<file path="src/rtl/rf_pkg.sv">
// rf_pkg: shared widths, register counts and port-slice helpers for the multi-port register file
package rf_pkg;
    localparam int RF_ADDR_W  = 5;
    localparam int RV32E_NREG = 16;
    localparam int RV32I_NREG = 32;

    typedef logic [RF_ADDR_W-1:0] rf_addr_t;

    function automatic logic rf_legal(input rf_addr_t addr, input int nreg);
        return int'(addr) < nreg;
    endfunction

    function automatic int rf_addr_lsb(input int port);
        return RF_ADDR_W * port;
    endfunction

    function automatic int rf_data_lsb(input int port, input int xlen);
        return xlen * port;
    endfunction
endpackage

</file>
<file path="src/rtl/rf_scoreboard.sv">
// rf_scoreboard: per-register busy bits, set by decode and cleared by writeback
module rf_scoreboard
    import rf_pkg::*;
#(
    parameter int NREG = RV32E_NREG,
    parameter int NWR  = 1
) (
    input  logic            clk,
    input  logic            rst_n,
    input  logic            en,
    input  logic            sb_set,
    input  rf_addr_t        sb_addr,
    input  logic [NWR-1:0]  wen,
    input  rf_addr_t        rd_a [NWR],
    output logic [NREG-1:0] busy_nxt
);
    logic [NREG-1:0] busy;

    // x0 is never tracked; a new producer overrides a same-edge writeback
    always_comb begin
        busy_nxt = busy;
        for (int r = 1; r < NREG; r++) begin
            for (int j = 0; j < NWR; j++)
                if (wen[j] && int'(rd_a[j]) == r) busy_nxt[r] = 1'b0;
            if (sb_set && int'(sb_addr) == r) busy_nxt[r] = 1'b1;
        end
    end

    always_ff @(posedge clk or negedge rst_n)
        if (!rst_n) busy <= '0;
        else if (en) busy <= busy_nxt;
endmodule

</file>
<file path="src/rtl/register_file_mp.sv">
// register_file_mp: multi-port integer register file with write-first bypass, busy scoreboard and illegal-access report
module register_file_mp
    import rf_pkg::*;
#(
    parameter int XLEN = 32,
    parameter int NREG = RV32E_NREG,
    parameter int NRD  = 2,
    parameter int NWR  = 1
) (
    input  logic                clk,
    input  logic                rst_n,
    input  logic                rf_en,
    input  logic [NRD*5-1:0]    rs_addr,
    output logic [NRD*XLEN-1:0] rs_data,
    output logic [NRD-1:0]      rs_busy,
    input  logic [NWR-1:0]      wen,
    input  logic [NWR*5-1:0]    rd_addr,
    input  logic [NWR*XLEN-1:0] rd_data,
    input  logic                sb_set,
    input  logic [4:0]          sb_addr,
    output logic                exc_valid,
    output logic [4:0]          exc_addr
);
    localparam int AW = $clog2(NREG);

    rf_addr_t        rs_a [NRD];
    rf_addr_t        rd_a [NWR];
    logic [XLEN-1:0] wd [NWR];
    logic [XLEN-1:0] regs [NREG];
    logic [XLEN-1:0] rd_val [NRD];
    logic [NRD-1:0]  busy_val;
    logic [NREG-1:0] busy_nxt;
    logic            ill;
    rf_addr_t        ill_addr;

    for (genvar i = 0; i < NRD; i++) begin : g_rd
        assign rs_a[i] = rs_addr[rf_addr_lsb(i) +: RF_ADDR_W];
    end
    for (genvar j = 0; j < NWR; j++) begin : g_wr
        assign rd_a[j] = rd_addr[rf_addr_lsb(j) +: RF_ADDR_W];
        assign wd[j]   = rd_data[rf_data_lsb(j, XLEN) +: XLEN];
    end

    rf_scoreboard #(.NREG(NREG), .NWR(NWR)) u_sb (
        .clk      (clk),
        .rst_n    (rst_n),
        .en       (rf_en),
        .sb_set   (sb_set),
        .sb_addr  (sb_addr),
        .wen      (wen),
        .rd_a     (rd_a),
        .busy_nxt (busy_nxt)
    );

    // Later (higher-index) writes overwrite earlier ones, giving both write-first bypass and port priority
    always_comb begin
        ill      = 1'b0;
        ill_addr = '0;
        for (int j = 0; j < NWR; j++)
            if (wen[j] && !rf_legal(rd_a[j], NREG) && !ill) begin
                ill      = 1'b1;
                ill_addr = rd_a[j];
            end
        for (int i = 0; i < NRD; i++)
            if (!rf_legal(rs_a[i], NREG) && !ill) begin
                ill      = 1'b1;
                ill_addr = rs_a[i];
            end
        for (int i = 0; i < NRD; i++) begin
            rd_val[i]   = regs[rs_a[i][AW-1:0]];
            busy_val[i] = busy_nxt[rs_a[i][AW-1:0]];
            for (int j = 0; j < NWR; j++)
                if (wen[j] && rd_a[j] == rs_a[i]) rd_val[i] = wd[j];
            if (!rf_legal(rs_a[i], NREG) || rs_a[i] == '0) begin
                rd_val[i]   = '0;
                busy_val[i] = 1'b0;
            end
        end
    end

    always_ff @(posedge clk or negedge rst_n)
        if (!rst_n) begin
            for (int r = 0; r < NREG; r++) regs[r] <= '0;
            rs_data   <= '0;
            rs_busy   <= '0;
            exc_valid <= 1'b0;
            exc_addr  <= '0;
        end else begin
            exc_valid <= rf_en && ill;
            if (rf_en) begin
                for (int j = 0; j < NWR; j++)
                    if (wen[j] && rf_legal(rd_a[j], NREG) && rd_a[j] != '0) regs[rd_a[j][AW-1:0]] <= wd[j];
                for (int i = 0; i < NRD; i++) begin
                    rs_data[rf_data_lsb(i, XLEN) +: XLEN] <= rd_val[i];
                    rs_busy[i] <= busy_val[i];
                end
                if (ill) exc_addr <= ill_addr;
            end
        end
endmodule

</file>
<file path="config.mk">
export PLATFORM = sky130hd
export DESIGN_NAME = register_file_mp
export DESIGN_NICKNAME = d
export VERILOG_FILES = /design/src/rtl/rf_pkg.sv /design/src/rtl/rf_scoreboard.sv /design/src/rtl/register_file_mp.sv
export SDC_FILE = /design/constraint.sdc
export NUM_CORES = 1
export LEC_CHECK = 0
export BUFFER_PORTS_ARGS = -buffer_cell sky130_fd_sc_hd__buf_2
export CORE_AREA = 2 2 290 292
export DETAILED_ROUTE_END_ITERATION = 7
export DIE_AREA = 0 0 292 294
export PLACE_DENSITY = 0.51
export SLEW_MARGIN = 20
export SYNTH_ARGS = -nofsm -noshare
export SYNTH_HDL_FRONTEND = slang
export SYNTH_SLANG_ARGS = --single-unit
</file>
<file path="constraint.sdc">
create_clock -name clk -period 1.4 [get_ports clk]
set_input_delay 0.07 -clock clk [delete_from_list [all_inputs] [get_ports clk]]
set_output_delay 0.07 -clock clk [all_outputs]
set_load 0.01 [all_outputs]
</file>
==> impl_metrics.env <==
export IMPL_vias=22120
export IMPL_synth_top_cell_area_share_pct=48.02
export IMPL_synth_edff_count=0
export IMPL_async_flop_share_pct=100.0
export IMPL_synth_area_leader_cell="dfrtp_1"
export IMPL_die_w_um=292
export IMPL_syn_nets=2240
export IMPL_area_growth_synth_to_final_pct=28.67
export IMPL_coreArea_mm2=0.08289
export IMPL_die_h_um=294
export IMPL_nets=2650
export IMPL_p_leak_uw=0.01802
export IMPL_power_uw=49390
export IMPL_ys_seq_elements=599
export IMPL_dp_slack_ps=-623.3
export IMPL_finClkSkew_ps=21.98
export IMPL_grt_pass1_vias=23680
export IMPL_path_max_fanout=2
export IMPL_start_util_pct=37.66
export IMPL_synth_main_ff_cell="dfrtp_1"
export IMPL_setup_violations=56
export IMPL_drc_errors=0
export IMPL_boundaryPins=129
export IMPL_placed_cells=3540
export IMPL_wl_um=106900
export IMPL_tns_ps=-4638
export IMPL_muxShareOfSynthArea_pct=35.54
export IMPL_gr_total_overflow=0
export IMPL_period_needed_ps=1667
export IMPL_via_per_inst=5.934
export IMPL_yosysSeqAreaShare_pct=48.02
export IMPL_ys_types=67
export IMPL_hold_class="in -> reg"
export IMPL_relSlewSlack_pct=36.77
export IMPL_synth_area_per_cell_um2=14.30
export IMPL_synthXorXnorAreaFrac_pct=0.2806
export IMPL_synth_compound_area_share_pct=9.183
export IMPL_io_buffers=128
export IMPL_timing_hold_ws_ps=1.516
export IMPL_min_path_cells=4
export IMPL_drt_pass1_iter_count=5
export IMPL_cts_sink_count=599
export IMPL_power_per_cell_area_mw_per_mm2=1230
export IMPL_reg2reg_depth=5
export IMPL_die_area_mm2=0.08585
export IMPL_yosys_top_cells_count="dfrtp_1 (599), mux2_2 (467), mux4_2 (216)"
export IMPL_netlist_area_mm2=0.03121
export IMPL_arrival_ps=2160
export IMPL_cts_root_buf="clkbuf_16"
export IMPL_clk_pin_slew_ps=60
export IMPL_insertion_delay_ps=620
export IMPL_rsz0062_at_grt="true"
export IMPL_drtIter0Drc=1461
export IMPL_synthTopCellsByArea="dfrtp_1 (48%), mux2_2 (17%), mux4_2 (16%)"
export IMPL_grt_usage_pct=25.14
export IMPL_gp_congestion=0.8460
export IMPL_worst_slack_ps=-267.4
export IMPL_max_cap_violations=0
export IMPL_outcome="finished, violations left"
export IMPL_h_tree_depth=3
export IMPL_worstMarginPinSlew_ps=946.3
export IMPL_synth_most_common_cell="dfrtp_1"
export IMPL_synthCells=2183
export IMPL_cts_buffers=72
export IMPL_hold_violations=0
export IMPL_ys_warn_count=0
export IMPL_grt_max_degree=59
export IMPL_critical_path_class="reg -> reg"
export IMPL_drive_above_1_share_pct=56.29
export IMPL_synth_simple_area_share_pct=2.734
export IMPL_rows=106
export IMPL_ir_drop_mv=0.8906
export IMPL_cp_start_kind="register"
export IMPL_worstSetupEndpointType="register"
export IMPL_ctsLongestPathBuffers=3
export IMPL_synthAdderAreaFrac_pct=0
export IMPL_wl_per_cell_um=28.69
export IMPL_cts_tree="done"
export IMPL_synth_top_family_by_area="multiplexers"
export IMPL_failed_checks="negative setup slack"
export IMPL_ant_nets=0
export IMPL_slew_viol_final=0
export IMPL_instances_no_fill=3728
export IMPL_worstPathRequired_ps=1890
export IMPL_grt_pass1_wl_um=159300
export IMPL_dpl_hpwl_um=70080
export IMPL_max_freq_mhz=599.8
export IMPL_antenna_found_initial=2
export IMPL_min_period_over_period_pct=119.1
sequential cells by signal, summed over array words and instances (netlist names):
signal     count
regs         512
u_sb.busy     15
exc_addr       5
rs_data       64
exc_valid      1
rs_busy        2
layout make-up:
cell class	instances	area [um2]
Antenna cell	1	2.502
Clock buffer	107	2158
Clock inverter	21	275.3
Fill cell	7179	42730
Inverter	5	20.02
Multi-Input combinational cell	1329	15770
Sequential cell	599	14990
Tap cell	1080	1351
Timing Repair Buffer	586	5593
worst max-delay path, cell delays in order, from the launching register on:
cell      delay, ps
dfrtp_1         380
mux4_2          500
a22o_1          230
a221oi_2        220
buf_4           170
o21ai_2          50
power by group:
| group | switching [uW] | internal, uW |
|---|---|---|
| logic | 3960 | 5140 |
| clock network | 7590 | 11800 |
| registers | 1540 | 19400 |
| total | 13100 | 36300 |
cell families (layout without fill, tap and decap cells):
group           after synthesis  count (layout)
compound gates              383             383
xor+xnor                     10              10
buf+inv                     255             719
flops                       599             599
mux                         777             777
other cells                   0               1
simple gates                159             159
repair_timing:
action | 4_1_cts | 5_1_grt
setup endpoints to repair | 58 | 70
hold buffers | 43 | 0
buffers inserted | 11 | 9
endpoints found under the hold margin | 1153 | 0
gates resized for setup | 26 | 55
pin swaps | 54 | 31
path summary, 6_finish.rpt:
| kind | start | endpoint | slack [ps] |
|---|---|---|---|
| max reg2reg | regs[55] | rs_data[23] | -270 |
| min | sb_set | u_sb.busy[10] | 2 |
| max | regs[55] | rs_data[23] | -270 |
| max in group asynchronous | rst_n | regs[350] | 260 |
| min in group asynchronous | rst_n | u_sb.busy[7] | 90 |
| min reg2reg | regs[502] | regs[502] | 390 |
routing by layer:
metal	track usage (%)	part of all wire, %	up-vias
li1	-	-	9358
met1	32.59	42	11910
met2	42.57	49	662
met3	4.124	5.3	197
met4	9.165	3.4	0
met5	0	0	-
through the flow:
stage               cell area (um2)  utilization [%]
CTS                           39870            48.10
floorplan                     32180                -
detailed placement            36830            44.43
finish                        40160            48.45
global placement              36830            44.43
global route                  40160            48.45
placed cells by master (no fill, tap or decap), types with 8 or more instances in the layout:
cell | netlist | routed
buf_2 | 66 | 122
mux2_4 | 0 | 21
o2bb2ai_1 | 20 | 16
a22o_1 | 45 | 45
buf_6 | 21 | 18
nor2b_1 | 13 | 8
o211a_1 | 20 | 20
xor2_1 | 8 | 8
a32oi_1 | 48 | 47
mux2_1 | 24 | 24
nand2_1 | 37 | 33
nand3_1 | 17 | 16
mux2i_1 | 70 | 67
clkbuf_1 | 133 | 17
a221oi_2 | 2 | 68
nor2_4 | 4 | 15
mux4_2 | 216 | 216
buf_12 | 2 | 104
dfrtp_1 | 599 | 597
clkbuf_16 | 0 | 76
buf_4 | 13 | 297
clkbuf_8 | 0 | 14
mux2_2 | 467 | 446
o21ai_0 | 106 | 53
o21ai_1 | 0 | 49
a21oi_1 | 26 | 23
dlygate4sd3_1 | 0 | 41
a22oi_2 | 0 | 19
nor2_1 | 46 | 36
clkinv_2 | 0 | 12
(Power assumes the default switching activity.)
